**src/rtl/ps2_pkg.sv**
```systemverilog
// Shared definitions for the PS/2 receive path: frame FSM states, Set-2
// prefix/discard byte values, ps2_key field positions and the byte
// classification helper used by the encoder.
package ps2_pkg;

  typedef enum logic [1:0] {
    ST_IDLE   = 2'd0,
    ST_DATA   = 2'd1,
    ST_PARITY = 2'd2,
    ST_STOP   = 2'd3
  } ps2_state_e;

  localparam logic [7:0] PFX_EXT   = 8'hE0;
  localparam logic [7:0] PFX_REL   = 8'hF0;
  localparam logic [7:0] PFX_PAUSE = 8'hE1;

  // Keyboard status/reply bytes that never map to a key event.
  localparam logic [7:0] BYTE_ERR0   = 8'h00;
  localparam logic [7:0] BYTE_BAT_OK = 8'hAA;
  localparam logic [7:0] BYTE_ECHO   = 8'hEE;
  localparam logic [7:0] BYTE_ACK    = 8'hFA;
  localparam logic [7:0] BYTE_RESEND = 8'hFE;
  localparam logic [7:0] BYTE_ERR1   = 8'hFF;

  localparam int unsigned KEY_TGL = 10;
  localparam int unsigned KEY_PRS = 9;
  localparam int unsigned KEY_EXT = 8;

  // Number of bytes swallowed after the 0xE1 that opens a Pause sequence.
  localparam logic [2:0] PAUSE_SKIP = 3'd7;

  function automatic logic is_discard(input logic [7:0] b);
    return (b == BYTE_ERR0)   || (b == BYTE_BAT_OK) || (b == BYTE_ECHO) ||
           (b == BYTE_ACK)    || (b == BYTE_RESEND) || (b == BYTE_ERR1);
  endfunction

endpackage

```
**src/rtl/ps2_line_filter.sv**
```systemverilog
// Two-flop synchronizer followed by a glitch filter for one raw PS/2 line.
// The filtered output adopts a new level only after FILTER_LEN consecutive
// synchronized samples disagree with it; any shorter excursion is dropped.
//   clk_sys   : system clock
//   reset     : synchronous, active-high; filtered line returns to idle-high
//   line_raw  : asynchronous PS/2 pin
//   line_filt : synchronized, debounced level
module ps2_line_filter #(
  parameter int unsigned FILTER_LEN = 8
) (
  input  logic clk_sys,
  input  logic reset,
  input  logic line_raw,
  output logic line_filt
);

  logic       sync1_q, sync1_d;
  logic       sync2_q, sync2_d;
  logic       filt_q,  filt_d;
  logic [7:0] cnt_q,   cnt_d;

  always_comb begin
    sync1_d = line_raw;
    sync2_d = sync1_q;
    filt_d  = filt_q;
    cnt_d   = '0;
    if (sync2_q != filt_q) begin
      if (cnt_q == 8'(FILTER_LEN - 1)) begin
        filt_d = sync2_q;
      end else begin
        cnt_d = cnt_q + 8'd1;
      end
    end
  end

  always_ff @(posedge clk_sys) begin
    if (reset) begin
      sync1_q <= 1'b1;
      sync2_q <= 1'b1;
      filt_q  <= 1'b1;
      cnt_q   <= '0;
    end else begin
      sync1_q <= sync1_d;
      sync2_q <= sync2_d;
      filt_q  <= filt_d;
      cnt_q   <= cnt_d;
    end
  end

  assign line_filt = filt_q;

endmodule

```
**src/rtl/ps2_key_encoder.sv**
```systemverilog
// PS/2 Set-2 keyboard receiver producing the toggle-style ps2_key event word.
//   clk_sys    : system clock
//   reset      : synchronous, active-high
//   ps2_clk    : raw PS/2 clock pin (idle high)
//   ps2_data   : raw PS/2 data pin (idle high)
//   ps2_key    : {toggle, pressed, extended, code[7:0]}, held between events
//   key_strobe : one-cycle pulse in the cycle ps2_key changes
//   frame_err  : one-cycle pulse on parity/stop error or mid-frame timeout
module ps2_key_encoder
  import ps2_pkg::*;
#(
  parameter int unsigned FILTER_LEN  = 8,
  parameter int unsigned TIMEOUT_CYC = 96000
) (
  input  logic        clk_sys,
  input  logic        reset,
  input  logic        ps2_clk,
  input  logic        ps2_data,
  output logic [10:0] ps2_key,
  output logic        key_strobe,
  output logic        frame_err
);

  localparam int unsigned TW = $clog2(TIMEOUT_CYC);
  localparam logic [TW-1:0] TMO_LAST = TW'(TIMEOUT_CYC - 1);

  logic clk_f, data_f, fall;

  ps2_line_filter #(.FILTER_LEN(FILTER_LEN)) u_clk_filter (
    .clk_sys   (clk_sys),
    .reset     (reset),
    .line_raw  (ps2_clk),
    .line_filt (clk_f)
  );

  ps2_line_filter #(.FILTER_LEN(FILTER_LEN)) u_data_filter (
    .clk_sys   (clk_sys),
    .reset     (reset),
    .line_raw  (ps2_data),
    .line_filt (data_f)
  );

  ps2_state_e    state_q,    state_d;
  logic [2:0]    bit_idx_q,  bit_idx_d;
  logic [7:0]    shift_q,    shift_d;
  logic          parity_q,   parity_d;
  logic [TW-1:0] tmo_q,      tmo_d;
  logic          ext_q,      ext_d;
  logic          rel_q,      rel_d;
  logic [2:0]    ign_q,      ign_d;
  logic [10:0]   key_q,      key_d;
  logic          strobe_q,   strobe_d;
  logic          err_q,      err_d;
  logic          clk_prev_q, clk_prev_d;

  assign fall = clk_prev_q & ~clk_f;

  always_comb begin
    state_d    = state_q;
    bit_idx_d  = bit_idx_q;
    shift_d    = shift_q;
    parity_d   = parity_q;
    ext_d      = ext_q;
    rel_d      = rel_q;
    ign_d      = ign_q;
    key_d      = key_q;
    strobe_d   = 1'b0;
    err_d      = 1'b0;
    clk_prev_d = clk_f;

    if ((state_q == ST_IDLE) || fall) begin
      tmo_d = '0;
    end else begin
      tmo_d = tmo_q + TW'(1);
    end

    if (fall) begin
      unique case (state_q)
        ST_IDLE: begin
          if (!data_f) begin
            state_d   = ST_DATA;
            bit_idx_d = '0;
          end
        end
        ST_DATA: begin
          shift_d   = {data_f, shift_q[7:1]};
          bit_idx_d = bit_idx_q + 3'd1;
          if (bit_idx_q == 3'd7) state_d = ST_PARITY;
        end
        ST_PARITY: begin
          parity_d = data_f;
          state_d  = ST_STOP;
        end
        ST_STOP: begin
          state_d = ST_IDLE;
          if (data_f && (^{shift_q, parity_q})) begin
            // Byte is classified here so the key register loads on the
            // edge that closes the STOP-fall cycle.
            if (ign_q != '0) begin
              ign_d = ign_q - 3'd1;
            end else if (shift_q == PFX_PAUSE) begin
              ign_d = PAUSE_SKIP;
            end else if (shift_q == PFX_EXT) begin
              ext_d = 1'b1;
            end else if (shift_q == PFX_REL) begin
              rel_d = 1'b1;
            end else if (is_discard(shift_q)) begin
              ext_d = 1'b0;
              rel_d = 1'b0;
            end else begin
              key_d[KEY_TGL]  = ~key_q[KEY_TGL];
              key_d[KEY_PRS]  = ~rel_q;
              key_d[KEY_EXT]  = ext_q;
              key_d[7:0]      = shift_q;
              strobe_d        = 1'b1;
              ext_d           = 1'b0;
              rel_d           = 1'b0;
            end
          end else begin
            err_d = 1'b1;
            ext_d = 1'b0;
            rel_d = 1'b0;
            ign_d = '0;
          end
        end
        default: state_d = ST_IDLE;
      endcase
    end else if ((state_q != ST_IDLE) && (tmo_q == TMO_LAST)) begin
      state_d = ST_IDLE;
      err_d   = 1'b1;
      ext_d   = 1'b0;
      rel_d   = 1'b0;
      ign_d   = '0;
    end
  end

  always_ff @(posedge clk_sys) begin
    if (reset) begin
      state_q    <= ST_IDLE;
      bit_idx_q  <= '0;
      shift_q    <= '0;
      parity_q   <= 1'b0;
      tmo_q      <= '0;
      ext_q      <= 1'b0;
      rel_q      <= 1'b0;
      ign_q      <= '0;
      key_q      <= '0;
      strobe_q   <= 1'b0;
      err_q      <= 1'b0;
      clk_prev_q <= 1'b1;
    end else begin
      state_q    <= state_d;
      bit_idx_q  <= bit_idx_d;
      shift_q    <= shift_d;
      parity_q   <= parity_d;
      tmo_q      <= tmo_d;
      ext_q      <= ext_d;
      rel_q      <= rel_d;
      ign_q      <= ign_d;
      key_q      <= key_d;
      strobe_q   <= strobe_d;
      err_q      <= err_d;
      clk_prev_q <= clk_prev_d;
    end
  end

  assign ps2_key    = key_q;
  assign key_strobe = strobe_q;
  assign frame_err  = err_q;

endmodule
```
**config.mk**
```make
export PLATFORM = sky130hd
export DESIGN_NAME = ps2_key_encoder
export DESIGN_NICKNAME = d
export VERILOG_FILES = /design/src/rtl/ps2_pkg.sv /design/src/rtl/ps2_line_filter.sv /design/src/rtl/ps2_key_encoder.sv
export SDC_FILE = /design/constraint.sdc
export NUM_CORES = 1
export LEC_CHECK = 0
export ABC_AREA = 1
export CAP_MARGIN = 30
export CORE_MARGIN = 8
export CORE_UTILIZATION = 52
export DETAILED_ROUTE_END_ITERATION = 16
export PLACE_DENSITY = 0.78
export SYNTH_ARGS = -nofsm -noshare
export SYNTH_HDL_FRONTEND = slang
export SYNTH_SLANG_ARGS = --single-unit
```
**constraint.sdc**
```tcl
create_clock -name clk_sys -period 1.8 [get_ports clk_sys]
set_input_delay 0.36 -clock clk_sys [delete_from_list [all_inputs] [get_ports clk_sys]]
set_output_delay 0.36 -clock clk_sys [all_outputs]
set_load 0.02 [all_outputs]
```
==> out/metrics.cfg, run 1 <==
[timing]
hold_slack_ns=0.416
setup_viol=11
slew_headroom=0.655
rsz0062_at_grt=yes
finalCritPeriodShare=1.06
fin_ws_ns=-0.101
skew_ns=0.0160
finalMaxSlewViolations=0
min_period_ns=1.90
setup_tns_ns=-0.762
tightestPinTransition_ns=0.516
timing.fmax_mhz=526
hold_viol=0

[floorplan]
start_util=0.526
die-area_um2=9120
num_rows=29
fp.dieH_um=95.5
boundaryPins=17
die_width_um=95.5
core_um2=6240

[power]
p_int_uw=2530
switching_share=0.205
clkPwrFrac=0.486
p_sw_uw=651
p_per_area_nw_per_um2=757
power.leakage_uw=0.00168
p_seq_frac=0.500
vdd_drop_max_uv=505
power_frac_comb=0.014

[drt]
drcViolationCount=0
first_pass_iters=4
wire_per_inst_um=13.0
vias=3025
viasPerCell=5.22
antenna_left=0
drt_iter0_markers=139
wl_mm=7.50

[clock_network]
htreeDepth=3
clk_latency_ns=0.35
ctsLongestPathBuffers=2
cts.sinks=72
cts.clk_slew.worst_paths_ns=0.09
cts_tree=done
cts_made_buffers=9
cts_root_buffer=clkbuf_8

[synthesis]
yosysWarnings=0
synth_cell_type_count=35
async_flop_share=0
ys_top_cells_by_count=88 x nand2_1, 72 x dfxtp_1, 69 x nor2_1
synthesis.nets=468
synth_area_um2=3280
avgSynthCellArea_um2=7.25
syn_inst=453
synth-edff-count=0
seq_area_frac_synth=0.439
ys_top_cells_by_area=dfxtp_1 44%, nand2_1 10%, nor2_1 7.9%
synth.ff_latch_count=72
synth-main-ff-cell=dfxtp_1
yosysTopAreaCell=dfxtp_1
synth.most_common_cell=nand2_1
synth_top_area_frac=0.439

[finish]
drive_gt1_frac=0.249
nets=512
areaGrowthSynthToFinish_pct=27.9
antenna_cells=0
final_area_um2=4200

[global_routing]
grt_usage=0.150
grt_pass1_wl_mm=11.1
grt_start_max_net_pins=25
grt_pass1_vias=2687
antenna_found_initial=0
overflow=0

[worst_setup_path]
r2r_end=ps2_key[8]$_SDFFE_PP0P_
end_kind=flip-flop
reg2regPathDepth=10
path_class=flip-flop to flip-flop
arrival_ns=2.16
worstPathRequired_ns=2.05
worstPathMaxFanout=6
cp-start-kind=flip-flop
r2r-start=shift_q[6]$_SDFFE_PP0P_
rrSetupSlack_ns=-0.10

[outcome]
outcome=finished with violations
violations=setup timing

[placement]
placed_area_um2=3610
place_congestion=0.800
place_hpwl_mm=4.62
portBuffers=16

[worst_hold_path]
whs_path_depth=1
min_from=u_data_filter.sync1_q$_SDFF_PP1_
whs_endpoint=u_data_filter.sync2_q$_SDFF_PP1_
hp-class=flip-flop to flip-flop

[flow_run]
max_cap_violations=0

-- worst max-delay path by stage --
| stage | startpoint | endpoint | slack [ns] | cells past startpoint |
|---|---|---|---|---|
| floorplan | tmo_q[0]$_SDFF_PP0_ | ign_q[0]$_SDFFE_PP0P_ | 0.14 | 12 |
| global placement | tmo_q[0]$_SDFF_PP0_ | rel_q$_SDFFE_PP0P_ | 0.12 | 11 |
| detailed placement | tmo_q[0]$_SDFF_PP0_ | rel_q$_SDFFE_PP0P_ | 0.02 | 11 |
| CTS | tmo_q[0]$_SDFF_PP0_ | rel_q$_SDFFE_PP0P_ | 0.03 | 11 |
| global route | shift_q[6]$_SDFFE_PP0P_ | ps2_key[9]$_SDFFE_PP0P_ | -0.23 | 10 |
| finish | shift_q[6]$_SDFFE_PP0P_ | ps2_key[8]$_SDFFE_PP0P_ | -0.10 | 10 |
-- layout by cell type, fill, tap and decap left out, types with 3 or more instances in the layout --
cell | Yosys | final
o21ai_2 | 0 | 3
nor3b_1 | 5 | 5
dfxtp_1 | 72 | 62
nand2_4 | 1 | 5
nand2_1 | 88 | 73
clkdlybuf4s50_1 | 0 | 16
bufinv_16 | 0 | 3
nand3_1 | 18 | 15
nor2_4 | 1 | 8
inv_1 | 55 | 52
or2_2 | 6 | 6
a21oi_1 | 33 | 33
ha_1 | 11 | 10
o21ai_1 | 9 | 8
nor3_1 | 10 | 9
clkbuf_8 | 0 | 9
dfxtp_2 | 0 | 4
inv_4 | 0 | 3
clkinv_4 | 0 | 3
dfxtp_4 | 0 | 6
buf_4 | 0 | 18
nand3_2 | 2 | 5
o21ai_0 | 25 | 23
nor2_1 | 69 | 53
nor2_2 | 6 | 15
nand4_1 | 7 | 7
nand2_2 | 3 | 14
inv_2 | 8 | 9
-- cells by family after synthesis --
logic type,after synthesis,synth area share
xor+xnor,3,0.00800
buf+inv,71,0.0861
simple gates,222,0.306
flops,72,0.439
fa+ha+maj,11,0.0419
compound gates,74,0.120
-- worst max-delay path: stages, from the launching register on --
cell and delay [ns]:
dfxtp_2 0.41, nand2_2 0.10, nor2_2 0.19, inv_2 0.08, a211oi_1 0.30, o21bai_1 0.17
nand2_1 0.14, nor2_4 0.08, clkbuf_16 0.16, o21ai_1 0.13, nor2_1 0.06
-- repair_timing --
| item | 4_1_cts | 5_1_grt |
|---|---|---|
| setup buffers | 0 | 8 |
| endpoints found under the setup margin | 0 | 29 |
| gates resized for setup | 0 | 86 |
| hold buffers | 0 | 0 |
-- routing by layer --
layer	global-route usage	routed length [um]
met2	0.270	4000
met3	0.0378	299
met4	0.0653	230
met1	0.162	2970
met5	0	0
-- sequential cells by signal (all words and copies together), names as in the netlist, 2 cells and up --
| signal | flops |
|---|---|
| bit_idx_q | 3 |
| u_data_filter.cnt_q | 8 |
| tmo_q | 17 |
| ign_q | 3 |
| shift_q | 8 |
| u_clk_filter.cnt_q | 8 |
| state_q | 2 |
| ps2_key | 11 |
-- power by group through the flow --
stage	logic, uW	clock network, uW	registers [uW]
6_report	43.0	1550	1590
2_1_floorplan	24.2	0	1640
4_1_cts	43.0	1570	1600
5_1_grt	48.9	1650	1590
3_5_place_dp	42.7	0	1640
3_3_place_gp	41.2	0	1640
-- stage by stage --
step / setup WS, ns / power, uW / cells / util
CTS: 0.0256 / 3220 / 569 / 0.618
finish: -0.101 / 3180 / 579 / 0.673
floorplan: 0.138 / 1660 / 453 / -
global placement: 0.123 / 1680 / 553 / 0.579
global route: -0.230 / 3290 / 579 / 0.673
detailed placement: 0.0248 / 1680 / 553 / 0.579
-- cell type report --
| type | count | area [um2] |
|---|---|---|
| Clock buffer | 9 | 124 |
| Clock inverter | 7 | 120 |
| Fill cell | 487 | 2040 |
| Inverter | 65 | 256 |
| Multi-Input combinational cell | 310 | 1760 |
| Sequential cell | 72 | 1470 |
| Tap cell | 77 | 96.3 |
| Timing Repair Buffer | 38 | 363 |
| Timing Repair inverter | 1 | 8.76 |
Note: power is estimated with default switching activity, not from simulation.
==> run 2: changes to the inputs <==
- PLACE_DENSITY: 0.78 -> 0.8
- SETUP_SLACK_MARGIN: not set -> 0.5
- clock period: 1.8 -> 1.55 ns (I/O delays scaled with it)
==> run 2 against run 1 <==
Effect of this change: the run still ends with setup timing left; non-clock buffer count rose by 69; setup slack worse by 0.21 ns; highest routed layer unchanged; core utilization is 18 points higher; clock power decreased by 7%; critical endpoint is now ign_q[1]$_SDFFE_PP0P_; fmax is 2.0% higher; sequential cell count unchanged.
==> out/metrics.cfg, run 2 (synthesis results as in run 1) <==
[global_routing]
grt_start_max_net_pins=13
overflow=0
antenna_found_initial=0
grt_usage=0.206
grt_pass1_vias=3291
grtUsageMet1=0.233
grt_most_used_layer=met2
gr-usage-met2=0.365
grt_pass1_wl_mm=14.9
grt_use_met3=0.0441

[timing]
slew_headroom=0.739
finalMaxSlewViolations=0
hold_viol=0
finalCritPeriodShare=1.20
rsz0062_at_grt=yes
timing.fmax_mhz=536
setup_viol=29
skew_ns=0.0158
tightestPinTransition_ns=0.388
min_period_ns=1.86
fin_ws_ns=-0.314

[worst_setup_path]
max_stage_delay_ns=0.38
arrival_ns=2.12
path_class=flip-flop to flip-flop
rrSetupSlack_ns=-0.31
cp-start-kind=flip-flop
slowest_stage=dfxtp_4
cp_num_buf_inv=2
cp_top_family=simple AND/OR/NAND/NOR gates
r2r_end=ign_q[1]$_SDFFE_PP0P_
r2r-start=tmo_q[0]$_SDFF_PP0_
end_kind=flip-flop
worstPathRequired_ns=1.80
crit_chain=ha_4, nand2_2, inv_2, nand2_4, nor3_4, nand3_2, o22ai_4, nand2_2, inv_2, nand2_1, nand2_1, nor2_1
reg2regPathDepth=12
worstPathMaxFanout=4

[floorplan]
boundaryPins=17
die_width_um=95.5
fp.dieH_um=95.5
core_um2=6240
num_rows=29
die-area_um2=9120
start_util=0.526

[worst_hold_path]
min_from=reset
whs_endpoint=bit_idx_q[0]$_SDFFE_PP0P_
whs_path_depth=4
hp-class=input pin to flip-flop

[finish]
final_area_um2=5320
regMostFlops=tmo_q
drive_gt1_frac=0.590
nets=582
antenna_cells=0
areaGrowthSynthToFinish_pct=62.1
fillers=269
largest_register_ffs=17
final_cell_mix=63 x buf_4, 60 x nand2_1, 43 x nor2_1
mostFrequentLayoutCell=buf_4

[clock_network]
cts_tree=done
cts_made_buffers=9
clk_latency_ns=0.36
ctsHoldBuffers=0
cts_root_buffer=clkbuf_8
cts.clk_slew.worst_paths_ns=0.09
htreeDepth=3
ctsLongestPathBuffers=2
cts.sinks=72

[placement]
place_congestion=0.819
placed_area_um2=3960
portBuffers=16
place_hpwl_mm=5.05
dpl_worst_slack_ns=-0.112

[drt]
wl_mm=12.9
first_pass_iters=6
wire_per_inst_um=19.9
viasPerCell=5.91
drcViolationCount=0
drt_iter0_markers=448
vias=3829
antenna_left=0

[power]
p_per_area_nw_per_um2=631
vdd_drop_max_uv=652
power.leakage_uw=0.00212

[outcome]
violations=setup timing
outcome=finished with violations

[flow_run]
max_cap_violations=0

## run 2: layer usage
metal | up-vias | share of wire
li1 | 1682 | -
met1 | 1796 | 0.36
met2 | 259 | 0.50
met3 | 92 | 0.075
met4 | 0 | 0.059
met5 | - | 0
## run 2: worst max path at each step
| stage | start | end | slack (ns) | cells after the start |
|---|---|---|---|---|
| detailed placement | tmo_q[0]$_SDFF_PP0_ | ign_q[2]$_SDFFE_PP0P_ | -0.11 | 12 |
| finish | tmo_q[0]$_SDFF_PP0_ | ign_q[1]$_SDFFE_PP0P_ | -0.31 | 12 |
| CTS | tmo_q[0]$_SDFF_PP0_ | ign_q[2]$_SDFFE_PP0P_ | -0.02 | 12 |
| global route | parity_q$_SDFFE_PP0P_ | ps2_key[6]$_SDFFE_PP0P_ | -0.48 | 12 |
| global placement | tmo_q[1]$_SDFF_PP0_ | ign_q[1]$_SDFFE_PP0P_ | -0.06 | 12 |
| floorplan | tmo_q[1]$_SDFF_PP0_ | ign_q[0]$_SDFFE_PP0P_ | -0.04 | 12 |
## run 2: layout make-up
class,count,area [um2],share of cell area
clock buffers,10,149,0.0280
clock inverters,5,31.3,0.00588
inverters,65,295,0.0555
multi-input cells,311,2240,0.420
flip-flops and latches,72,1520,0.285
well taps,77,96.3,0.0181
repair buffers,107,981,0.184
repair inverters,1,16.3,0.00306
## run 2: per-stage QoR
step                       util  power, uW  hold WS, ns  setup TNS (ns)  std cells
after global placement    0.635       1950        0.394          -0.500        580
after global routing      0.853       3430        0.423           -7.81        648
after floorplan               -       1930        0.389          -0.156        453
after CTS                 0.768       3290        0.402         -0.0732        626
after detailed placement  0.635       1950        0.393           -1.50        580
final                     0.853       3360        0.399           -5.19        648
## run 2: tightest hold or removal path, stage by stage
cell	delay, ns
dlygate4sd2_1	0.25
inv_2	0.07
o21ai_2	0.05
a21oi_1	0.04
## run 2: where the power goes
group	internal [uW]	switching [uW]	leakage, uW
combinational	31.7	46.9	0.00142
sequential	1840	5.00	0.000601
clock	664	774	0.0000930
total	2530	826	0.00212
## run 2: repair_timing
item                       in CTS  in global routing
pin swaps                      40                 40
setup endpoints to repair      82                 80
buffers inserted               29                 22
gates resized for setup       203                109
gates cloned                    2                  0
==> run 3: changes to the inputs <==
- CELL_PAD_IN_SITES_DETAIL_PLACEMENT: not set -> 1
- CELL_PAD_IN_SITES_GLOBAL_PLACEMENT: not set -> 1
- CORE_ASPECT_RATIO: not set -> 1.2
- CORE_UTILIZATION: 52 -> 39
- PLACE_DENSITY: 0.8 -> 0.81
- SKIP_LAST_GASP: not set -> 1
==> run 3 against run 2 <==
Effect of this change: the run still ends with setup timing left; highest routed layer unchanged; critical endpoint is now tmo_q[11]$_SDFF_PP0_; sequential cell count stayed put; critical path type unchanged; fmax is 1.8% lower; register-to-register slack worse by 0.03 ns; setup slack worse by 0.034 ns; clock power is 8% higher; clock skew is 0.0090 ns lower; cell area is 1.8% lower; largest cell class unchanged; core utilization is 21 points lower.
==> out/metrics.cfg, run 3 (synthesis results as in run 1) <==
[finish]
post-route-util=0.641
nets=588
final_cell_mix=76 x buf_4, 67 x nand2_1, 46 x nor2_1
mostFrequentLayoutCell=buf_4
finalNonFillerCells=691
largest_register_ffs=17
regMostFlops=tmo_q
drive_gt1_frac=0.518
antenna_cells=0
fillers=925
areaGrowthSynthToFinish_pct=59.2

[timing]
skew_ns=0.00687
setup_tns_ns=-6.00
rsz0062_at_grt=yes
slew_headroom=0.720
finalCritPeriodShare=1.22
min_period_ns=1.90
timing.fmax_mhz=527
tightestPinTransition_ns=0.418
fin_ws_ns=-0.348
setup_viol=29
hold_viol=0
finalMaxSlewViolations=0

[floorplan]
fp.dieH_um=117
die_width_um=99.8
start_util=0.403
core_um2=8150
boundaryPins=17
die-area_um2=11600
num_rows=36

[clock_network]
ctsHoldBuffers=0
clk_latency_ns=0.37
ctsLongestPathBuffers=2
htreeDepth=3
cts.clk_slew.worst_paths_ns=0.08
cts.sinks=72
cts_root_buffer=clkbuf_8
cts_made_buffers=9
cts_tree=done

[power]
power_frac_comb=0.025
power.leakage_uw=0.00219
p_sw_uw=823
clkPwrFrac=0.444
p_per_area_nw_per_um2=667
p_seq_frac=0.531
p_int_uw=2660
vdd_drop_max_uv=787
switching_share=0.236

[worst_setup_path]
r2r-start=tmo_q[0]$_SDFF_PP0_
r2r_end=tmo_q[11]$_SDFF_PP0_
slowest_stage=dfxtp_2
rrSetupSlack_ns=-0.35
cp_top_family=simple AND/OR/NAND/NOR gates
end_kind=flip-flop
endpoint=tmo_q[11]$_SDFF_PP0_
reg2regPathDepth=11
cp-start-kind=flip-flop
worstPathMaxFanout=3
crit_top_cell=buf_4
worstPathRequired_ns=1.80
crit_chain=buf_4, nand3_2, nor2_2, nand4_1, inv_2, nand2_2, nor2_4, buf_4, nand3_1, o21ai_1, a21oi_1
path_class=flip-flop to flip-flop
max_stage_delay_ns=0.36
arrival_ns=2.15
cp_num_buf_inv=3
crit_start=tmo_q[0]$_SDFF_PP0_
cp_num_cells=11

[drt]
wl_mm=15.7
drcViolationCount=0
wire_per_inst_um=22.7
viasPerCell=5.52
first_pass_iters=7
drt_iter0_markers=253
antenna_left=0
vias=3816

[outcome]
violations=setup timing
outcome=finished with violations

[worst_hold_path]
min_from=u_data_filter.sync1_q$_SDFF_PP1_
hp-class=flip-flop to flip-flop

[global_routing]
overflow=0
grt_usage=0.210
antenna_found_initial=0
grt_pass1_vias=4011
grt_start_max_net_pins=25
grt_pass1_wl_mm=19.2

[placement]
dpl_worst_slack_ns=-0.272
portBuffers=16
place_hpwl_mm=6.55
place_congestion=0.820
dp.cells=620

[flow_run]
max_cap_violations=0

==> run 3: cell types whose count changed in the layout (fill, tap and decap cells not counted), sizes merged <==
cell      before  now
buf          104  110
bufinv         0    1
clkbuf        10   12
clkinv         8    4
clkinvlp       1    0
inv           62   64
==> run 3: repair_timing <==
item | CTS | global route
resized for setup | 180 | 60
pin swaps | 27 | 18
cloned | 2 | 0
setup endpoints to repair | 84 | 80
buffers inserted | 35 | 19
hold endpoints to repair | 0 | 0
==> run 3: worst min-delay path by stage <==
stage	to	slack, ns	depth (start not counted)
after global routing	u_data_filter.sync2_q$_SDFF_PP1_	0.46	1
after floorplan	u_clk_filter.sync2_q$_SDFF_PP1_	0.39	1
after CTS	u_data_filter.sync2_q$_SDFF_PP1_	0.42	1
after detailed placement	u_data_filter.sync2_q$_SDFF_PP1_	0.40	1
after global placement	u_data_filter.sync2_q$_SDFF_PP1_	0.40	1
final	u_data_filter.sync2_q$_SDFF_PP1_	0.42	1
==> run 3: power by group through the flow <==
stage | logic (uW) | registers [uW] | clock network, uW
after global routing | 88.3 | 1850 | 1620
after CTS | 73.4 | 1850 | 1490
after global placement | 63.0 | 1900 | 0
after floorplan | 28.5 | 1900 | 0
after detailed placement | 65.1 | 1900 | 0
final | 85.5 | 1850 | 1550
==> run 3: per-layer routing <==
metal,track usage,wire length (um)
met3,0.0340,755
met4,0.153,862
met5,0,0
met2,0.404,8450
met1,0.198,5610
==> run 3: layout make-up <==
cell class / count / area (um2) / area share
repair buffers: 113 / 1020 / 0.195
clock buffers: 12 / 145 / 0.0278
repair inverters: 1 / 16.3 / 0.00311
clock inverters: 3 / 41.3 / 0.00790
flip-flops and latches: 72 / 1500 / 0.287
well taps: 114 / 143 / 0.0273
inverters: 65 / 282 / 0.0538
multi-input cells: 311 / 2080 / 0.398
==> run 3: through the flow <==
stage	hold WS, ns	total power [uW]	area (um2)
finish	0.423	3490	5230
global route	0.460	3560	5230
CTS	0.420	3420	4890
detailed placement	0.403	1960	4060
global placement	0.399	1960	4060
floorplan	0.389	1930	3450
